--- src/rtl/aurora_pkg.sv ---
// rtl/aurora_pkg.sv - shared defaults and FSM encoding for the memory access unit
package aurora_pkg;
   localparam int DATA_W_DEF  = 32;
   localparam int TIMEOUT_DEF = 16;

   typedef enum logic [1:0] {
      ST_IDLE = 2'd0,
      ST_REQ  = 2'd1,
      ST_RESP = 2'd2
   } mau_state_e;
endpackage

--- src/rtl/mem_timeout_ctr.sv ---
// rtl/mem_timeout_ctr.sv - request-cycle counter flagging when a memory request has waited too long
module mem_timeout_ctr
   import aurora_pkg::*;
#(
   parameter int TIMEOUT = TIMEOUT_DEF
) (
   input  logic clk_i,
   input  logic reset_i,
   input  logic clear_i,
   input  logic enable_i,
   output logic expired_o
);
   logic [7:0] count_q, count_d;

   assign expired_o = (count_q == 8'(TIMEOUT - 1));

   // Holds at the terminal count so a late enable cannot wrap it back to zero.
   always_comb begin
      count_d = count_q;
      if (clear_i) begin
         count_d = '0;
      end else if (enable_i && !expired_o) begin
         count_d = count_q + 8'd1;
      end
   end

   always_ff @(posedge clk_i) begin
      if (reset_i) begin
         count_q <= '0;
      end else begin
         count_q <= count_d;
      end
   end
endmodule

--- src/rtl/mem_access_unit.sv ---
// rtl/mem_access_unit.sv - pipeline memory stage: issues one load/store at a time and produces writebacks
module mem_access_unit
   import aurora_pkg::*;
#(
   parameter int DATA_W  = DATA_W_DEF,
   parameter int TIMEOUT = TIMEOUT_DEF
) (
   input  logic              clk_i,
   input  logic              reset_i,
   input  logic              valid_i,
   input  logic              mem_read_i,
   input  logic              mem_write_i,
   input  logic              mem_to_reg_i,
   input  logic              reg_write_i,
   input  logic [DATA_W-1:0] addr_i,
   input  logic [DATA_W-1:0] wdata_i,
   input  logic [4:0]        rd_i,
   output logic              mem_req_o,
   output logic              mem_we_o,
   output logic [DATA_W-1:0] mem_addr_o,
   output logic [DATA_W-1:0] mem_wdata_o,
   input  logic              mem_ack_i,
   input  logic [DATA_W-1:0] mem_rdata_i,
   output logic              stall_o,
   output logic              wb_valid_o,
   output logic [4:0]        wb_rd_o,
   output logic [DATA_W-1:0] wb_data_o,
   output logic              err_o
);
   mau_state_e        state_q, state_d;
   logic [DATA_W-1:0] addr_q, addr_d;
   logic [DATA_W-1:0] wdata_q, wdata_d;
   logic [DATA_W-1:0] wb_data_q, wb_data_d;
   logic [4:0]        rd_q, rd_d;
   logic [4:0]        wb_rd_q, wb_rd_d;
   logic              we_q, we_d;
   logic              ld_q, ld_d;
   logic              wb_valid_q, wb_valid_d;
   logic              err_q, err_d;
   logic              in_req;
   logic              accept;
   logic              expired;

   assign in_req = (state_q == ST_REQ);
   assign accept = valid_i & (mem_read_i | mem_write_i) & ~in_req;

   mem_timeout_ctr #(
      .TIMEOUT (TIMEOUT)
   ) u_timeout_ctr (
      .clk_i     (clk_i),
      .reset_i   (reset_i),
      .clear_i   (accept),
      .enable_i  (in_req & ~mem_ack_i),
      .expired_o (expired)
   );

   always_comb begin
      state_d    = state_q;
      addr_d     = addr_q;
      wdata_d    = wdata_q;
      rd_d       = rd_q;
      we_d       = we_q;
      ld_d       = ld_q;
      wb_valid_d = 1'b0;
      wb_rd_d    = '0;
      wb_data_d  = '0;
      err_d      = 1'b0;
      case (state_q)
         ST_REQ: begin
            // Ack takes priority over the timeout in the terminal cycle.
            if (mem_ack_i) begin
               state_d = ST_RESP;
               if (ld_q) begin
                  wb_valid_d = 1'b1;
                  wb_rd_d    = rd_q;
                  wb_data_d  = mem_rdata_i;
               end
            end else if (expired) begin
               state_d = ST_IDLE;
               err_d   = 1'b1;
            end
         end
         default: begin
            state_d = ST_IDLE;
            if (accept) begin
               state_d = ST_REQ;
               addr_d  = addr_i;
               wdata_d = wdata_i;
               rd_d    = rd_i;
               we_d    = mem_write_i;
               // Read+write decodes as a store; a load needs a register destination.
               ld_d    = mem_read_i & ~mem_write_i & (mem_to_reg_i | reg_write_i);
            end else if (valid_i && reg_write_i) begin
               wb_valid_d = 1'b1;
               wb_rd_d    = rd_i;
               wb_data_d  = addr_i;
            end
         end
      endcase
   end

   always_ff @(posedge clk_i) begin
      if (reset_i) begin
         state_q    <= ST_IDLE;
         addr_q     <= '0;
         wdata_q    <= '0;
         rd_q       <= '0;
         we_q       <= 1'b0;
         ld_q       <= 1'b0;
         wb_valid_q <= 1'b0;
         wb_rd_q    <= '0;
         wb_data_q  <= '0;
         err_q      <= 1'b0;
      end else begin
         state_q    <= state_d;
         addr_q     <= addr_d;
         wdata_q    <= wdata_d;
         rd_q       <= rd_d;
         we_q       <= we_d;
         ld_q       <= ld_d;
         wb_valid_q <= wb_valid_d;
         wb_rd_q    <= wb_rd_d;
         wb_data_q  <= wb_data_d;
         err_q      <= err_d;
      end
   end

   assign mem_req_o   = in_req;
   assign mem_we_o    = in_req & we_q;
   assign mem_addr_o  = addr_q;
   assign mem_wdata_o = wdata_q;
   assign stall_o     = in_req | accept;
   assign wb_valid_o  = wb_valid_q;
   assign wb_rd_o     = wb_rd_q;
   assign wb_data_o   = wb_data_q;
   assign err_o       = err_q;
endmodule

--- config.mk ---
export PLATFORM = sky130hd
export DESIGN_NAME = mem_access_unit
export DESIGN_NICKNAME = d
export VERILOG_FILES = /design/src/rtl/aurora_pkg.sv /design/src/rtl/mem_timeout_ctr.sv /design/src/rtl/mem_access_unit.sv
export SDC_FILE = /design/constraint.sdc
export NUM_CORES = 1
export LEC_CHECK = 0
export ABC_CLOCK_PERIOD_IN_PS = 2500
export BUFFER_PORTS_ARGS = -buffer_cell sky130_fd_sc_hd__buf_2
export CORE_MARGIN = 2
export CORE_UTILIZATION = 48
export DETAILED_ROUTE_END_ITERATION = 8
export PLACE_DENSITY = 0.89
export SYNTH_ARGS = -nofsm -noshare
export SYNTH_HDL_FRONTEND = slang
export SYNTH_HIERARCHICAL = 1
export SYNTH_SLANG_ARGS = --single-unit
--- constraint.sdc ---
create_clock -name clk_i -period 2.5 [get_ports clk_i]
set_input_delay 0.5 -clock clk_i [delete_from_list [all_inputs] [get_ports clk_i]]
set_output_delay 0.5 -clock clk_i [all_outputs]
set_load 0.01 [all_outputs]
==> impl_metrics.json <==
{
  "nFillCells": 861,
  "first_iter_violations": 404,
  "grt-busiest-layer": "met2",
  "switching_share": 0.2364,
  "synth_nets": 665,
  "criticalPathCategory": "reg2out",
  "worstPathMaxFanout": 49,
  "min_period_over_period": 0.8971,
  "start_util": 0.4906,
  "place_congestion": 0.8441,
  "synth_edf_count": 0,
  "critical_path.cell_chain": "nand2b_4 -> inv_4 -> and2_1 -> buf_2",
  "clk_path_buf_depth": 2,
  "areaGrowthSynthToFinish_pct": 33.55,
  "synth_top_area_cell": "dfxtp_1",
  "die_area_sq_um": 11290,
  "ctsResizeCount": 0,
  "post_cts_buffers": 0,
  "synthDominantCellAreaShare": 0.4786,
  "clkPwrFrac": 0.484,
  "p_sw_mw": 1.174,
  "cp.required_ns": 2.00,
  "timing.fmax_mhz": 445.9,
  "internal_power_mw": 3.792,
  "hold_buffers": 0,
  "grt_setup_unrepaired": "no",
  "synthTopCellsByArea": "dfxtp_1 48%, a21oi_1 10%, or3b_1 8.0%",
  "hp-class": "in2reg",
  "critPathLaunchType": "flip-flop",
  "syn_area_per_cell_sq_um": 9.045,
  "status": "completed",
  "diodes": 0,
  "synth_cell_types": 43,
  "dr.pass1.iters": 5,
  "setup_tns_ns": 0,
  "clkTransAtPathRegs_ns": 0.05,
  "num_rows": 37,
  "cts_tree": "done",
  "dpl.hpwl_um": 9494,
  "detail-route-antenna-nets": 0,
  "fin_util": 0.6553,
  "leakagePower_nw": 2.872,
  "synth_area_sq_um": 5020,
  "irDropWorstVdd_v": 0.0004299,
  "min_period_ns": 2.243,
  "pre_cts_ws_ns": 0.4894,
  "finalSetupViolCount": 0,
  "cts-root-buf": "clkbuf_8",
  "grt_pass1_wl_um": 22020,
  "slowest_delay_ns": 0.37,
  "grtUsageMet1": 0.2897,
  "h-tree-depth": 4,
  "nets": 849,
  "coreArea_sq_um": 10230,
  "met2_usage": 0.3988,
  "ys_seq_area_frac": 0.4786,
  "use_met3": 0.08277,
  "cts.sinks": 120,
  "boundaryPins": 215,
  "die_w_um": 106.3,
  "relSlewSlack": 0.6086,
  "slew_viol_final": 0,
  "synth-seq-cells": 120,
  "drc_errors": 0,
  "via_per_inst": 5.538,
  "track_usage": 0.2462,
  "powerDensity_nw_per_um2": 740.8,
  "yosysWarningCount": 6,
  "antenna_found_initial": 0,
  "power_frac_seq": 0.408,
  "grt_pass1_vias": 4666,
  "totalWireLength_um": 14210,
  "io_buffers": 214,
  "slowest_stage": "inv_4",
  "finalHoldViolCount": 0,
  "critPathCaptureType": "output pin",
  "grt_max_degree": 131,
  "drive_above_1_share": 0.3765,
  "cts_buffers": 17,
  "critPathArrivalTime_ns": 1.74,
  "syn_inst": 555,
  "fin_skew_ns": 0.01083,
  "setup_ws_ns": 0.2573,
  "maxCapViolCount": 0,
  "pwr-share-comb": 0.108,
  "grt_overflow": 0,
  "wl_per_cell_um": 16.05,
  "via_count": 4901,
  "async_flop_share": 0,
  "synth-main-ff-cell": "dfxtp_1",
  "worst_pin_slew_ns": 0.5850,
  "die_height_um": 106.3,
  "insertion_delay_ns": 0.51
}
==> power groups by stage <==
| stage | clock (mW) | combinational (mW) | sequential, mW |
|---|---|---|---|
| 4_1_cts | 2.43 | 0.538 | 2.02 |
| 3_3_place_gp | 0 | 0.527 | 2.06 |
| 5_1_grt | 2.52 | 0.590 | 2.03 |
| 3_5_place_dp | 0 | 0.534 | 2.06 |
| 2_1_floorplan | 0 | 0.275 | 2.10 |
| 6_report | 2.40 | 0.539 | 2.02 |
==> worst max-delay path, delay by kind of cell, from the launching register on <==
family,cells,cell delay [ns]
DFF,1,0.30
and+or+nand+nor,2,0.41
buffers and inverters,2,0.50
==> cell usage after synthesis (2+ instances only) <==
| cell type | count |
|---|---|
| a21oi_1 | 101 |
| a31oi_1 | 2 |
| and2_1 | 4 |
| buf_1 | 3 |
| buf_2 | 7 |
| buf_6 | 8 |
| clkbuf_1 | 40 |
| clkbuf_2 | 2 |
| dfxtp_1 | 120 |
| inv_1 | 3 |
| mux2i_1 | 8 |
| nand2_1 | 8 |
| nand2b_1 | 12 |
| nand3_1 | 36 |
| nand4_1 | 31 |
| nor2_1 | 4 |
| nor2b_1 | 2 |
| o21ai_0 | 70 |
| o22ai_1 | 5 |
| or3_1 | 5 |
| or3b_1 | 46 |
| or3b_2 | 17 |
==> cells by family (layout without fill, tap and decap cells) <==
logic type      after synthesis  after routing  synth area share
compound gates              185            185            0.1959
simple gates                176            176            0.2438
flops                       120            120            0.4786
buf+inv                      65            259           0.06331
mux                           8              8           0.01595
fa+ha+maj                     1              1          0.002492
==> per-layer routing <==
| layer | up-vias | part of all wire |
|---|---|---|
| li1 | 2395 | - |
| met1 | 2261 | 0.39 |
| met2 | 219 | 0.49 |
| met3 | 26 | 0.091 |
| met4 | 0 | 0.029 |
| met5 | - | 0 |
==> sequential cells by signal (all words and copies together), names as in the netlist, 2 cells and up <==
name and flops:
wb_data_o 32, rd_q 5, mem_wdata_o 32, state_q 2, wb_rd_o 5, mem_addr_o 32, u_timeout_ctr/count_q 8
==> per-stage QoR <==
step           hold WS (ns)  instance area, sq um  power [mW]  cells
3_3_place_gp         0.4572                  6122       2.587    856
6_report             0.2012                  6704       4.967    885
5_1_grt              0.1894                  6704       5.141    885
2_1_floorplan        0.4489                  5020       2.370    555
3_5_place_dp         0.4639                  6122       2.598    856
4_1_cts              0.1851                  6704       4.996    885
==> area by class of cell <==
class	count	area (sq um)	share of cell area
Tap cell	136	170.2	0.02538
Multi-Input combinational cell	370	2310	0.3445
Clock buffer	21	459.2	0.06850
Clock inverter	8	122.6	0.01829
Inverter	5	21.27	0.003173
Timing Repair Buffer	225	1219	0.1818
Sequential cell	120	2402	0.3583
==> cells in the final DEF, fill, tap and decap left out, types with 4 or more instances in the layout <==
cell       synthesis  routed
or3b_1            46      46
and2_1             4       4
buf_2              7     213
dfxtp_1          120     120
o21ai_0           70      70
clkbuf_16          0      16
nand2_1            8       8
or3_1              5       5
nand3_1           36      36
or3b_2            17      17
clkbuf_8           0       4
buf_12             0       5
o22ai_1            5       5
a21oi_1          101     101
buf_4              0       7
nand2b_1          12      12
mux2i_1            8       8
nand4_1           31      31
==> path summary, 6_finish.rpt <==
kind | end | from | depth (start not counted) | slack [ns]
max | mem_we_o | state_q[1] | 4 | 0.26
min | err_o | mem_ack_i | 2 | 0.20
max reg2reg | u_timeout_ctr/count_q[3] | state_q[1] | 5 | 0.66
min reg2reg | mem_addr_o[27] | mem_addr_o[27] | 2 | 0.47
Note: power is estimated with default switching activity, not from simulation.
